`config.mk`:
```
export PLATFORM = sky130hd
export DESIGN_NAME = debug_run_controller_flat
export DESIGN_NICKNAME = d
export VERILOG_FILES = /design/src/rtl/debug_run_controller_pkg.sv /design/src/rtl/debug_run_controller_if.sv /design/src/rtl/debug_run_controller_btn_debounce.sv /design/src/rtl/debug_run_controller.sv /design/src/flat_wrapper.sv
export SDC_FILE = /design/constraint.sdc
export NUM_CORES = 1
export LEC_CHECK = 0
export ABC_AREA = 1
export BUFFER_PORTS_ARGS = -buffer_cell sky130_fd_sc_hd__buf_2
export CAP_MARGIN = 20
export CORE_MARGIN = 4
export CORE_UTILIZATION = 46
export DETAILED_ROUTE_END_ITERATION = 7
export MAX_ROUTING_LAYER = met4
export PLACE_DENSITY = 0.86
export SYNTH_ARGS = -nofsm -noshare
export SYNTH_HDL_FRONTEND = slang
export SYNTH_SLANG_ARGS = --single-unit
```
`constraint.sdc`:
```
create_clock -name clk -period 1.8 [get_ports clk]
set_input_delay 0.36 -clock clk [delete_from_list [all_inputs] [get_ports clk]]
set_output_delay 0.36 -clock clk [all_outputs]
set_load 0.01 [all_outputs]
```
`src/rtl/debug_run_controller_pkg.sv`:
```
// Shared debug definitions: run-controller state codes and default timing
// constants, also consumed by the display unit.
package debug_run_controller_pkg;

  typedef enum logic [1:0] {
    HALT  = 2'd0,
    RUN   = 2'd1,
    STEP  = 2'd2,
    BREAK = 2'd3
  } state_t;

  // 20 ms of stable samples at a 500 Hz sampling clock
  localparam int DEB_CYCLES_DEFAULT = 10;
  localparam int CNT_W_DEFAULT      = 16;

endpackage

```
`src/rtl/debug_run_controller_if.sv`:
```
// Bundle of the run controller's operator inputs, pipeline hooks and
// status outputs. The controller sits on the slave side.
interface debug_run_controller_if #(
  parameter int CNT_W = 16
) ();

  logic             i_cont;
  logic             i_step;
  logic             i_inc;
  logic             i_dec;
  logic [31:0]      i_pc;
  logic             i_bpEn;
  logic [31:0]      i_bpAddr;
  logic             o_cpuEn;
  logic [7:0]       o_dbgAddr;
  logic [1:0]       o_state;
  logic [CNT_W-1:0] o_runCycles;
  logic [15:0]      o_led;

  modport slave (
    input  i_cont, i_step, i_inc, i_dec, i_pc, i_bpEn, i_bpAddr,
    output o_cpuEn, o_dbgAddr, o_state, o_runCycles, o_led
  );

  modport master (
    output i_cont, i_step, i_inc, i_dec, i_pc, i_bpEn, i_bpAddr,
    input  o_cpuEn, o_dbgAddr, o_state, o_runCycles, o_led
  );

endinterface

```
`src/rtl/debug_run_controller_btn_debounce.sv`:
```
// Push-button conditioner: two-flop synchronizer, stability debouncer and
// a single-cycle pulse on each accepted press.
module btn_debounce
  import debug_run_controller_pkg::*;
#(
  parameter int DEB_CYCLES = DEB_CYCLES_DEFAULT
) (
  input  logic clk,
  input  logic rst_n,
  input  logic i_btn,
  output logic o_pulse
);

  localparam int CW = (DEB_CYCLES > 1) ? $clog2(DEB_CYCLES) : 1;
  localparam logic [CW-1:0] CNT_LAST = CW'(DEB_CYCLES - 1);

  logic [1:0]    r_sync;
  logic [CW-1:0] r_cnt;
  logic          r_level;
  logic          r_pulse;

  // Bring the raw button into the clock domain before any decision is made
  always_ff @(posedge clk or negedge rst_n) begin
    if (!rst_n) begin
      r_sync <= 2'b00;
    end else begin
      r_sync <= {r_sync[0], i_btn};
    end
  end

  // Flip the accepted level only after DEB_CYCLES consecutive differing samples; pulse on press
  always_ff @(posedge clk or negedge rst_n) begin
    if (!rst_n) begin
      r_cnt   <= '0;
      r_level <= 1'b0;
      r_pulse <= 1'b0;
    end else begin
      r_pulse <= 1'b0;
      if (r_sync[1] != r_level) begin
        if (r_cnt == CNT_LAST) begin
          r_level <= r_sync[1];
          r_cnt   <= '0;
          r_pulse <= r_sync[1];
        end else begin
          r_cnt <= r_cnt + 1'b1;
        end
      end else begin
        r_cnt <= '0;
      end
    end
  end

  assign o_pulse = r_pulse;

endmodule

```
`src/rtl/debug_run_controller.sv`:
```
// Debug run controller: free-run / single-step / breakpoint FSM driving the
// pipeline clock enable, plus the debug address and executed-cycle counters.
module debug_run_controller
  import debug_run_controller_pkg::*;
#(
  parameter int DEB_CYCLES = DEB_CYCLES_DEFAULT,
  parameter int CNT_W      = CNT_W_DEFAULT
) (
  input  logic                   clk,
  input  logic                   rst_n,
  debug_run_controller_if.slave  bus
);

  logic [1:0]       r_contSync;
  state_t           r_state;
  logic [7:0]       r_dbgAddr;
  logic [CNT_W-1:0] r_runCycles;

  state_t w_nextState;
  logic   w_cpuEn;
  logic   w_contS;
  logic   w_bpHit;
  logic   w_stepPulse;
  logic   w_incPulse;
  logic   w_decPulse;

  btn_debounce #(.DEB_CYCLES(DEB_CYCLES)) u_stepBtn (
    .clk(clk), .rst_n(rst_n), .i_btn(bus.i_step), .o_pulse(w_stepPulse)
  );

  btn_debounce #(.DEB_CYCLES(DEB_CYCLES)) u_incBtn (
    .clk(clk), .rst_n(rst_n), .i_btn(bus.i_inc), .o_pulse(w_incPulse)
  );

  btn_debounce #(.DEB_CYCLES(DEB_CYCLES)) u_decBtn (
    .clk(clk), .rst_n(rst_n), .i_btn(bus.i_dec), .o_pulse(w_decPulse)
  );

  assign w_contS = r_contSync[1];
  assign w_bpHit = bus.i_bpEn && (bus.i_pc == bus.i_bpAddr);

  // The run switch is a level, so synchronizing it is enough
  always_ff @(posedge clk or negedge rst_n) begin
    if (!rst_n) begin
      r_contSync <= 2'b00;
    end else begin
      r_contSync <= {r_contSync[0], bus.i_cont};
    end
  end

  // State register; reset drops straight to HALT so no stray enable cycle escapes
  always_ff @(posedge clk or negedge rst_n) begin
    if (!rst_n) begin
      r_state <= HALT;
    end else begin
      r_state <= w_nextState;
    end
  end

  // Next state and clock enable; a breakpoint hit withholds the enable in the hit cycle
  always_comb begin
    w_nextState = r_state;
    w_cpuEn     = 1'b0;
    case (r_state)
      HALT: begin
        if (w_contS) begin
          w_nextState = RUN;
        end else if (w_stepPulse) begin
          w_nextState = STEP;
        end
      end
      RUN: begin
        w_cpuEn = !w_bpHit;
        if (!w_contS) begin
          w_nextState = HALT;
        end else if (w_bpHit) begin
          w_nextState = BREAK;
        end
      end
      STEP: begin
        w_cpuEn     = 1'b1;
        w_nextState = HALT;
      end
      BREAK: begin
        if (w_stepPulse) begin
          w_nextState = STEP;
        end else if (!w_contS) begin
          w_nextState = HALT;
        end
      end
      default: begin
        w_nextState = HALT;
      end
    endcase
  end

  // Debug address walks with the inc/dec buttons in any state; a simultaneous press cancels
  always_ff @(posedge clk or negedge rst_n) begin
    if (!rst_n) begin
      r_dbgAddr <= 8'h00;
    end else begin
      case ({w_incPulse, w_decPulse})
        2'b10:   r_dbgAddr <= r_dbgAddr + 8'h01;
        2'b01:   r_dbgAddr <= r_dbgAddr - 8'h01;
        default: r_dbgAddr <= r_dbgAddr;
      endcase
    end
  end

  // Count executed cycles, sticking at all-ones instead of wrapping
  always_ff @(posedge clk or negedge rst_n) begin
    if (!rst_n) begin
      r_runCycles <= '0;
    end else if (w_cpuEn && (r_runCycles != {CNT_W{1'b1}})) begin
      r_runCycles <= r_runCycles + 1'b1;
    end
  end

  assign bus.o_cpuEn     = w_cpuEn;
  assign bus.o_dbgAddr   = r_dbgAddr;
  assign bus.o_state     = r_state;
  assign bus.o_runCycles = r_runCycles;
  assign bus.o_led       = {bus.i_pc[9:2], r_dbgAddr};

endmodule

```
`src/flat_wrapper.sv`:
```
// flat-port wrapper written by rule: the top's interface ports become plain ports
module debug_run_controller_flat import debug_run_controller_pkg::*;
#(
  parameter int DEB_CYCLES = DEB_CYCLES_DEFAULT,
  parameter int CNT_W      = CNT_W_DEFAULT
)
  (clk, rst_n, bus_i_cont, bus_i_step, bus_i_inc, bus_i_dec, bus_i_pc, bus_i_bpEn, bus_i_bpAddr, bus_o_cpuEn, bus_o_dbgAddr, bus_o_state, bus_o_runCycles, bus_o_led);
  debug_run_controller_if #(.CNT_W(CNT_W)) bus_i ();
  input  logic clk;
  input  logic rst_n;
  input wire logic [$bits(bus_i.i_cont)-1:0] bus_i_cont;
  input wire logic [$bits(bus_i.i_step)-1:0] bus_i_step;
  input wire logic [$bits(bus_i.i_inc)-1:0] bus_i_inc;
  input wire logic [$bits(bus_i.i_dec)-1:0] bus_i_dec;
  input wire logic [$bits(bus_i.i_pc)-1:0] bus_i_pc;
  input wire logic [$bits(bus_i.i_bpEn)-1:0] bus_i_bpEn;
  input wire logic [$bits(bus_i.i_bpAddr)-1:0] bus_i_bpAddr;
  output wire logic [$bits(bus_i.o_cpuEn)-1:0] bus_o_cpuEn;
  output wire logic [$bits(bus_i.o_dbgAddr)-1:0] bus_o_dbgAddr;
  output wire logic [$bits(bus_i.o_state)-1:0] bus_o_state;
  output wire logic [$bits(bus_i.o_runCycles)-1:0] bus_o_runCycles;
  output wire logic [$bits(bus_i.o_led)-1:0] bus_o_led;
  assign bus_i.i_cont = bus_i_cont;
  assign bus_i.i_step = bus_i_step;
  assign bus_i.i_inc = bus_i_inc;
  assign bus_i.i_dec = bus_i_dec;
  assign bus_i.i_pc = bus_i_pc;
  assign bus_i.i_bpEn = bus_i_bpEn;
  assign bus_i.i_bpAddr = bus_i_bpAddr;
  assign bus_o_cpuEn = bus_i.o_cpuEn;
  assign bus_o_dbgAddr = bus_i.o_dbgAddr;
  assign bus_o_state = bus_i.o_state;
  assign bus_o_runCycles = bus_i.o_runCycles;
  assign bus_o_led = bus_i.o_led;
  debug_run_controller #(.DEB_CYCLES(DEB_CYCLES), .CNT_W(CNT_W)) u_core (.clk(clk), .rst_n(rst_n), .bus(bus_i));
endmodule
```
==> results of run 1 <==
==> metal layers <==
metal	global-route usage [%]	up-vias	part of all wire (%)
li1	-	1650	-
met1	20.00	1530	39
met2	33.82	97	54
met3	4.622	16	6.0
met4	5.769	0	1.8
met5	-	-	0
==> power by group <==
part | switching, W | leakage (nW) | internal, W
Clock | 0.000357 | 0.0455 | 0.000314
Sequential | 0.000109 | 0.692 | 0.00128
Combinational | 0.000815 | 1.71 | 0.000536
==> cell families after synthesis <==
kind of cell,Yosys count
and+or+nand+nor,236
buffers and inverters,96
DFF,52
xor gates and xnor gates,32
AOI/OAI and AO/OA,22
adders and majority gates,20
muxes,1
==> Yosys cell counts (5+ instances only) <==
library cell | count | area [um^2]
a21oi_1 | 5 | 25.02
buf_4 | 16 | 120.1
dfrtp_1 | 52 | 1301
ha_1 | 19 | 237.7
inv_1 | 69 | 259.0
nand2_1 | 127 | 476.7
nand3_1 | 20 | 100.1
nand4_1 | 24 | 150.1
nor2_1 | 38 | 142.6
nor3_1 | 10 | 50.05
o21ai_0 | 10 | 50.05
or2_2 | 5 | 31.28
xnor2_1 | 17 | 148.9
xor2_1 | 15 | 131.4
==> area by class of cell <==
class / count / area [um^2]
inverters: 74 / 277.8
repair buffers: 130 / 705.7
fillers: 612 / 2943
clock buffers: 8 / 90.09
flip-flops and latches: 52 / 1301
well taps: 99 / 123.9
multi-input cells: 311 / 1851
==> metrics by stage <==
| stage | hold slack (ns) | TNS [ns] | total power [W] |
|---|---|---|---|
| floorplan | 0.06441 | 0 | 0.002231 |
| global placement | 0.3334 | -0.02412 | 0.002541 |
| detailed placement | 0.3347 | -0.1113 | 0.002600 |
| CTS | 0.04025 | -0.008221 | 0.003342 |
| global route | 0.04064 | -0.4441 | 0.003664 |
| finish | 0.01820 | -0.09075 | 0.003411 |
==> repair_timing <==
item | 4_1_cts | 5_1_grt
resized for setup | 7 | 19
setup buffers | 3 | 5
setup endpoints to repair | 4 | 11
pin swaps | 1 | 13
==> worst max-delay path, cell delays in order, from the launching register on <==
cell      delay (ns)
dfrtp_1         0.41
ha_4            0.20
ha_4            0.26
a21oi_2         0.12
nand2_1         0.09
a31oi_2         0.25
nor2_2          0.07
o211ai_1        0.17
nand2_1         0.07
nand2_1         0.06
nand2_1         0.05
==> placed cells by master (no fill, tap or decap), types with 2 or more instances in the layout <==
| master | n |
|---|---|
| ha_1 | 13 |
| o21ai_0 | 8 |
| buf_4 | 16 |
| nand2_1 | 124 |
| xnor2_1 | 17 |
| ha_4 | 5 |
| a22o_1 | 2 |
| nor3_1 | 10 |
| dfrtp_1 | 52 |
| nor2_1 | 37 |
| o21ai_1 | 2 |
| nand2_2 | 4 |
| buf_2 | 113 |
| inv_1 | 63 |
| clkbuf_8 | 6 |
| inv_2 | 10 |
| xor2_1 | 15 |
| a21oi_2 | 3 |
| nand3b_1 | 3 |
| nand4_1 | 24 |
| a21oi_1 | 2 |
| nand3_1 | 20 |
| nor3_2 | 2 |
| clkbuf_1 | 2 |
| or2_2 | 5 |
==> state kept, by name (all words and copies together), names as in the netlist <==
name                      count
u_core.u_incBtn.r_level       1
u_core.bus.o_runCycles       16
u_core.bus.o_state            2
u_core.u_decBtn.o_pulse       1
u_core.r_contSync             2
u_core.bus.o_dbgAddr          8
u_core.u_decBtn.r_cnt         4
u_core.u_stepBtn.r_level      1
u_core.u_decBtn.r_level       1
u_core.u_stepBtn.r_sync       2
u_core.u_decBtn.r_sync        2
u_core.u_incBtn.r_cnt         4
u_core.u_stepBtn.o_pulse      1
u_core.u_incBtn.o_pulse       1
u_core.u_incBtn.r_sync        2
u_core.u_stepBtn.r_cnt        4
==> path summary, 6_finish.rpt <==
kind / slack (ns) / endpoint / start / cells after the start
worst max-delay path: -0.05 / u_core.bus.o_dbgAddr[7] / u_core.u_decBtn.o_pulse / 10
worst min-delay path: 0.02 / u_core.bus.o_runCycles[5] / rst_n / 2
worst max register to register: -0.05 / u_core.bus.o_dbgAddr[7] / u_core.u_decBtn.o_pulse / 10
worst min register to register: 0.35 / u_core.u_decBtn.r_sync[1] / u_core.u_decBtn.r_sync[0] / 0
max in group asynchronous: 1.53 / u_core.u_decBtn.r_cnt[1] / rst_n / 2
min in group clk: 0.16 / u_core.u_incBtn.r_sync[0] / bus_i_inc / 1
==> impl_metrics.tcl, run 1 <==
set metrics [dict create \
    status "finished, violations left" \
    violations "negative setup slack" \
    synth_top_family_by_area "simple AND/OR/NAND/NOR gates" \
    crit_type "register to register" \
    fmax_mhz 541.1 \
    pin_count 114 \
    drc 0 \
    die_w_um 95.01 \
    synthAdderAreaFrac_pct 7.402 \
    syn_area_per_cell_um2 7.586 \
    grt_pass1_wl_um 13120 \
    synthArstFlopShare_pct 100.0 \
    dieArea_mm2 0.009026 \
    core-area_mm2 0.007292 \
    synth_xor_area_share_pct 8.049 \
    cts_tree "yes" \
    holdCritPathClass "input port to asynchronous set/reset pin" \
    rows 31 \
    cts.hold.buffers_added 0 \
    crit_path_max_fanout 6 \
    ant_nets 0 \
    grt_setup_unrepaired "yes" \
    htreeDepth 2 \
    dp_hpwl_um 6227 \
    ys_ff_latch 52 \
    wl_um 8236 \
    synthDistinctLibCells 37 \
    cts_max_path_buffers 2 \
    relSlewSlack_pct 71.04 \
    cp-start-kind "register" \
    cts_buffers 5 \
    final_nets 665 \
    grt_antenna_before_repair 0 \
    synthMuxAreaShare_pct 0.3234 \
    gp_congestion 0.9046 \
    clk_latency_ns 0.31 \
    n_antenna_cell 0 \
    drive_gt1_share_pct 30.61 \
    worstPathArrival_ns 2.06 \
    ir_drop_uv 622.1 \
    portBuffers 113 \
    grt_pass1_vias 3128 \
    synthFlopType "dfrtp_1" \
    synthCells 459 \
    fin_util_pct 59.64 \
    cts_root_buf "clkbuf_8" \
    finalSetupViolations 2 \
    crit_required_ns 2.01 \
    start_util_pct 47.75 \
    wl_per_cell_um 12.22 \
    clkSinkCount 52 \
    first_pass_iters 4 \
    synth-compound-area-share_pct 3.665 \
    synthSimpleGateAreaFrac_pct 30.72 \
    synth_edf_count 0 \
    syn_nets 550 \
    yosysWarnings 0 \
    maxCapViolations 0 \
    period_needed_ns 1.848 \
    power_density_mw_per_mm2 784.3 \
    power.leakage_nw 2.444 \
    finalInstanceArea_mm2 0.004349 \
    final_cells 674 \
    worst_pin_slew_ns 0.4299 \
    grt_usage_pct 18.69 \
    hold_violations 0 \
    detail_route.iter0.violations 121 \
    period_share_pct 102.7 \
    place_area_mm2 0.004098 \
    worst_slack_ns -0.04797 \
    syn2layout_area_growth_pct 24.90 \
    placed_cells 658 \
    die_h_um 95.01 \
    vias_per_cell 4.886 \
    pre_cts_ws_ns -0.09263 \
    cp-end-kind "register" \
    clk_pin_slew_ns 0.09 \
    num_vias 3293 \
    grt_overflow 0 \
    maxSlewViolCount 0 \
    grt_max_degree 53 \
    netlist_area_mm2 0.003482 \
    skew_ns 0.01013 \
    synth-seq-area-share_pct 37.37 \
]
Power figures use the tool's default switching activity.
==> run 2: changes to the inputs <==
Settings changed: CORE_UTILIZATION 46 to 47, PLACE_DENSITY 0.86 to 0.87, SYNTH_HIERARCHICAL set to 1.
==> impl_metrics.tcl, run 2 <==
set metrics [dict create \
    status "finished, violations left" \
    violations "negative setup slack" \
    maxCapViolations 0 \
    clk_latency_ns 0.30 \
    final_nets 685 \
    synthCells 472 \
    drive_gt1_share_pct 33.11 \
    hold_ws_ns 0.1561 \
    clk_pin_slew_ns 0.09 \
    portBuffers 113 \
    final_cell_mix "135 x nand2_1, 113 x buf_2, 64 x inv_1" \
    cts_buffers 5 \
    synthDistinctLibCells 37 \
    fmax_mhz 526.3 \
    detail_route.iter0.violations 228 \
    htreeDepth 2 \
    crit_type "register to register" \
    final_common_cell "nand2_1" \
    clkSinkCount 52 \
    yosysWarnings 6 \
    grt_pass1_vias 3181 \
    finalSetupViolations 18 \
    ir_drop_uv 427.9 \
    cts_tree "yes" \
    n_antenna_cell 0 \
    worst_pin_slew_ns 0.4491 \
    start_util_pct 48.56 \
    synthTopCellsByCount "147 x nand2_1, 69 x inv_1, 52 x dfrtp_1" \
    power.leakage_nw 2.664 \
    synthFlopType "dfrtp_1" \
    syn2layout_area_growth_pct 28.94 \
    grt_usage_pct 18.86 \
    skew_ns 0.002873 \
    syn_area_per_cell_um2 7.502 \
    dieArea_mm2 0.008986 \
    finalSetupTns_ns -1.205 \
    period_needed_ns 1.900 \
    finalInstanceArea_mm2 0.004566 \
    period_share_pct 105.5 \
    grt_max_degree 28 \
    netlist_area_mm2 0.003541 \
    syn_nets 563 \
    synth.area.top_cells "dfrtp_1 37%, nand2_1 16%, inv_1 7.3%, ha_1 6.7%, xnor2_1 4.5%" \
    synth.top_cell.area_share_pct 36.75 \
    grt_pass1_wl_um 13420 \
    wl_um 8776 \
    dp_hpwl_um 6577 \
    synth-seq-area-share_pct 36.75 \
    place_area_mm2 0.004229 \
    synth_edf_count 0 \
    power_density_mw_per_mm2 801.3 \
    cp-start-kind "register" \
    ys_ff_latch 52 \
    vias_per_cell 4.965 \
    cts_root_buf "clkbuf_8" \
    hold_violations 0 \
    yosys.area.top_type "dfrtp_1" \
    holdCritPathClass "input port to register" \
    cts_max_path_buffers 2 \
    grt_overflow 0 \
    first_pass_iters 4 \
    largest_reg_flops 16 \
    crit_required_ns 2.04 \
    pin_count 114 \
    worstPathArrival_ns 2.14 \
    grt_setup_unrepaired "yes" \
    grt_antenna_before_repair 0 \
    synthArstFlopShare_pct 100.0 \
    core-area_mm2 0.007292 \
    num_vias 3446 \
    gp_congestion 0.8852 \
    crit_path_max_fanout 8 \
    drc 0 \
    wl_per_cell_um 12.65 \
    cp-end-kind "register" \
    ant_nets 0 \
    die_h_um 94.80 \
    synth.most_common_cell "nand2_1" \
    rows 31 \
    relSlewSlack_pct 70.06 \
    worst_slack_ns -0.09989 \
    maxSlewViolCount 0 \
    die_w_um 94.80 \
]
## run 2: cells by family (layout without fill, tap and decap cells)
group	after synthesis	after routing	synth area share, %
compound gates	28	28	4.276
xor+xnor	30	30	7.420
fa+ha+maj	20	20	7.279
buf+inv	94	216	12.01
flops	52	52	36.75
simple gates	248	249	32.26
## run 2: repair_timing
item,4_1_cts,5_1_grt
pin swaps,3,32
hold buffers,1,0
buffers inserted,2,3
resized for setup,11,37
endpoints found under the hold margin,17,0
cloned,0,1
endpoints found under the setup margin,20,20
## run 2: per-layer routing
layer | global-route usage, % | routed length, um
met3 | 2.948 | 801
met5 | - | 0
met4 | 5.168 | 135
met2 | 34.82 | 4398
met1 | 20.98 | 3441
## run 2: stage by stage
stage / std cells / total power (W) / utilization, % / setup slack, ns
2_1_floorplan: 472 / 0.002207 / - / 0.003843
3_3_place_gp: 680 / 0.002683 / 58.00 / -0.04134
4_1_cts: 691 / 0.003551 / 60.33 / -0.009153
6_report: 694 / 0.003658 / 62.61 / -0.09989
5_1_grt: 694 / 0.003884 / 62.61 / -0.1740
3_5_place_dp: 680 / 0.002747 / 58.00 / -0.09132
## run 2: area by class of cell
type	instances	area (um^2)
fill	613	2726
multi-input combinational	327	2009
sequential	52	1301
timing repair buffer	137	772.0
inverter	71	266.5
tap	99	123.9
clock buffer	6	82.58
clock inverter	2	10.01
## run 2: worst paths after layout
path                            cells after the start                         end                 startpoint  slack (ns)
worst max-delay path                                9  u_core/bus.o_runCycles[10]  u_core/bus.o_runCycles[1]        -0.1
worst min-delay path                                1  u_core/u_stepBtn/r_sync[0]                 bus_i_step        0.16
worst max register to register                      9  u_core/bus.o_runCycles[10]  u_core/bus.o_runCycles[1]        -0.1
worst min register to register                      0   u_core/u_incBtn/r_sync[1]  u_core/u_incBtn/r_sync[0]        0.35
max in group asynchronous                           3  u_core/bus.o_runCycles[13]                      rst_n        0.77
min in group asynchronous                           2     u_core/bus.o_dbgAddr[4]                      rst_n        0.53
## run 2: critical path, cell delays in order (launching register included)
cell and delay (ns):
dfrtp_1 0.38, ha_2 0.22, nand2_4 0.06, nor3_4 0.22, nand3_2 0.11, nor3_4 0.22, nand4_4 0.22, nand3_2 0.26
nand2_1 0.08, nand2_1 0.07
## run 2: report_power, final
group          switching, W  internal [W]
clock              0.000375      0.000308
sequential        0.0000961       0.00128
combinational      0.000962      0.000634
total               0.00143       0.00222
==> run 3: changes to the inputs <==
Settings changed: REMOVE_ABC_BUFFERS set to 1.
==> impl_metrics.tcl, run 3 (synthesis results as in run 2) <==
set metrics [dict create \
    status "finished, violations left" \
    violations "negative setup slack" \
    r2r_cells 11 \
    worst_pin_slew_ns 0.4478 \
    relSlewSlack_pct 70.15 \
    wl_um 9170 \
    grt_pass1_vias 3320 \
    cts_root_buf "clkbuf_8" \
    cts_tree "yes" \
    drive_gt1_share_pct 34.28 \
    holdCritPathClass "input port to register" \
    period_needed_ns 1.814 \
    largest_reg_flops 16 \
    portBuffers 113 \
    finalSetupViolations 1 \
    maxSlewViolCount 0 \
    htreeDepth 2 \
    grt_antenna_before_repair 0 \
    n_antenna_cell 0 \
    drc 0 \
    final_cells 700 \
    num_vias 3504 \
    skew_ns 0.01066 \
    crit_type "register to register" \
    first_pass_iters 5 \
    cp-start-kind "register" \
    ant_nets 0 \
    cts_max_path_buffers 2 \
    cp-end-kind "register" \
    die_w_um 94.80 \
    grt_setup_unrepaired "yes" \
    rows 31 \
    grt_usage_pct 19.48 \
    power_density_mw_per_mm2 781.4 \
    dp_hpwl_um 6620 \
    pin_count 114 \
    core-area_mm2 0.007292 \
    nFillCells 595 \
    clk_pin_slew_ns 0.10 \
    finalPower_w 0.003618 \
    period_share_pct 100.8 \
    multi_input_area_mm2 0.001992 \
    crit_path_max_fanout 6 \
    syn2layout_area_growth_pct 30.74 \
    final_common_cell "nand2_1" \
    fmax_mhz 551.1 \
    seq_area_mm2 0.001301 \
    fin_util_pct 63.49 \
    final_nets 691 \
    power.leakage_nw 2.679 \
    worst_slack_ns -0.01445 \
    wl_per_cell_um 13.10 \
    hold_violations 0 \
    detail_route.iter0.violations 129 \
    finalSetupTns_ns -0.01445 \
    ir_drop_uv 662.1 \
    final_cell_mix "138 x nand2_1, 109 x buf_2, 60 x inv_1" \
    dieArea_mm2 0.008986 \
    maxCapViolations 0 \
    grt_overflow 0 \
    worstPathArrival_ns 2.06 \
    start_util_pct 48.56 \
    gp_congestion 0.8623 \
    clk_latency_ns 0.30 \
    grt_max_degree 36 \
    placed_cells 682 \
    grt_pass1_wl_um 13860 \
    whs_path_depth 1 \
    clkSinkCount 52 \
    crit_required_ns 2.05 \
    pre_cts_ws_ns -0.1725 \
    die_h_um 94.80 \
    cts_buffers 5 \
    vias_per_cell 5.006 \
]
==> run 3: cell types whose count changed in the layout (fill, tap and decap cells not counted), moves of 3 or more <==
cell     previous run  this run
nor2_1             35        38
buf_4              19        26
inv_2               6        10
buf_2             113       109
nand2_1           135       138
xnor2_1            18        15
buf_6               3         7
inv_1              64        60
o21ai_1             2         5
xnor2_2             0         3
o21ai_0            15        12
==> run 3: routing by layer <==
metal	vias up	part of all wire, %	wire length [um]	GRT usage [%]
li1	1713	-	-	-
met1	1634	37	3415	20.51
met2	145	53	4843	37.05
met3	12	8.6	791	3.267
met4	0	1.3	120	5.529
met5	-	0	0	-
==> run 3: report_power, final <==
part	total (W)	leakage (nW)	switching (W)	internal, W
Combinational	0.00154	1.94	0.000865	0.000672
Clock	0.000705	0.0516	0.000390	0.000315
Sequential	0.00138	0.692	0.0000925	0.00128
Total	0.00362	2.68	0.00135	0.00227
==> run 3: final timing paths <==
kind	from	endpoint	slack, ns
min	bus_i_cont	u_core/r_contSync[0]	0.16
max	u_core/u_decBtn/o_pulse	u_core/bus.o_dbgAddr[7]	-0.01
min reg2reg	u_core/u_incBtn/r_sync[0]	u_core/u_incBtn/r_sync[1]	0.36
min in group asynchronous	rst_n	u_core/bus.o_dbgAddr[5]	0.52
max in group asynchronous	rst_n	u_core/bus.o_runCycles[10]	0.74
max reg2reg	u_core/u_decBtn/o_pulse	u_core/bus.o_dbgAddr[7]	-0.01
==> run 3: cell type report <==
cell class / instances / area share [%]
Clock inverter: 2 / 0.2973
Timing Repair Buffer: 144 / 18.35
Tap cell: 99 / 2.676
Clock buffer: 6 / 1.784
Sequential cell: 52 / 28.11
Inverter: 71 / 5.757
Multi-Input combinational cell: 326 / 43.03
==> run 3: per-stage QoR <==
step	hold WS (ns)	instance area [um^2]
floorplan	0.06441	3382
global placement	0.3324	4242
detailed placement	0.3321	4242
CTS	0.1460	4507
global route	0.1412	4629
finish	0.1557	4629
==> run 3: what timing repair did <==
item,4_1_cts,5_1_grt
pin swaps,14,26
setup buffers,7,2
gates resized for setup,21,33
hold endpoints to repair,11,0
endpoints found under the setup margin,4,16
hold buffers,1,0
==> run 3: worst max-delay path, cell delays in order, from the launching register on <==
cell and delay (ns):
dfrtp_1 0.41, ha_4 0.21, ha_4 0.30, a21oi_2 0.06
nand2_2 0.10, nand2_4 0.07, a21oi_4 0.14, nand2_1 0.06
nand2_1 0.08, xor2_1 0.19, nand2_1 0.08, nand2_1 0.06
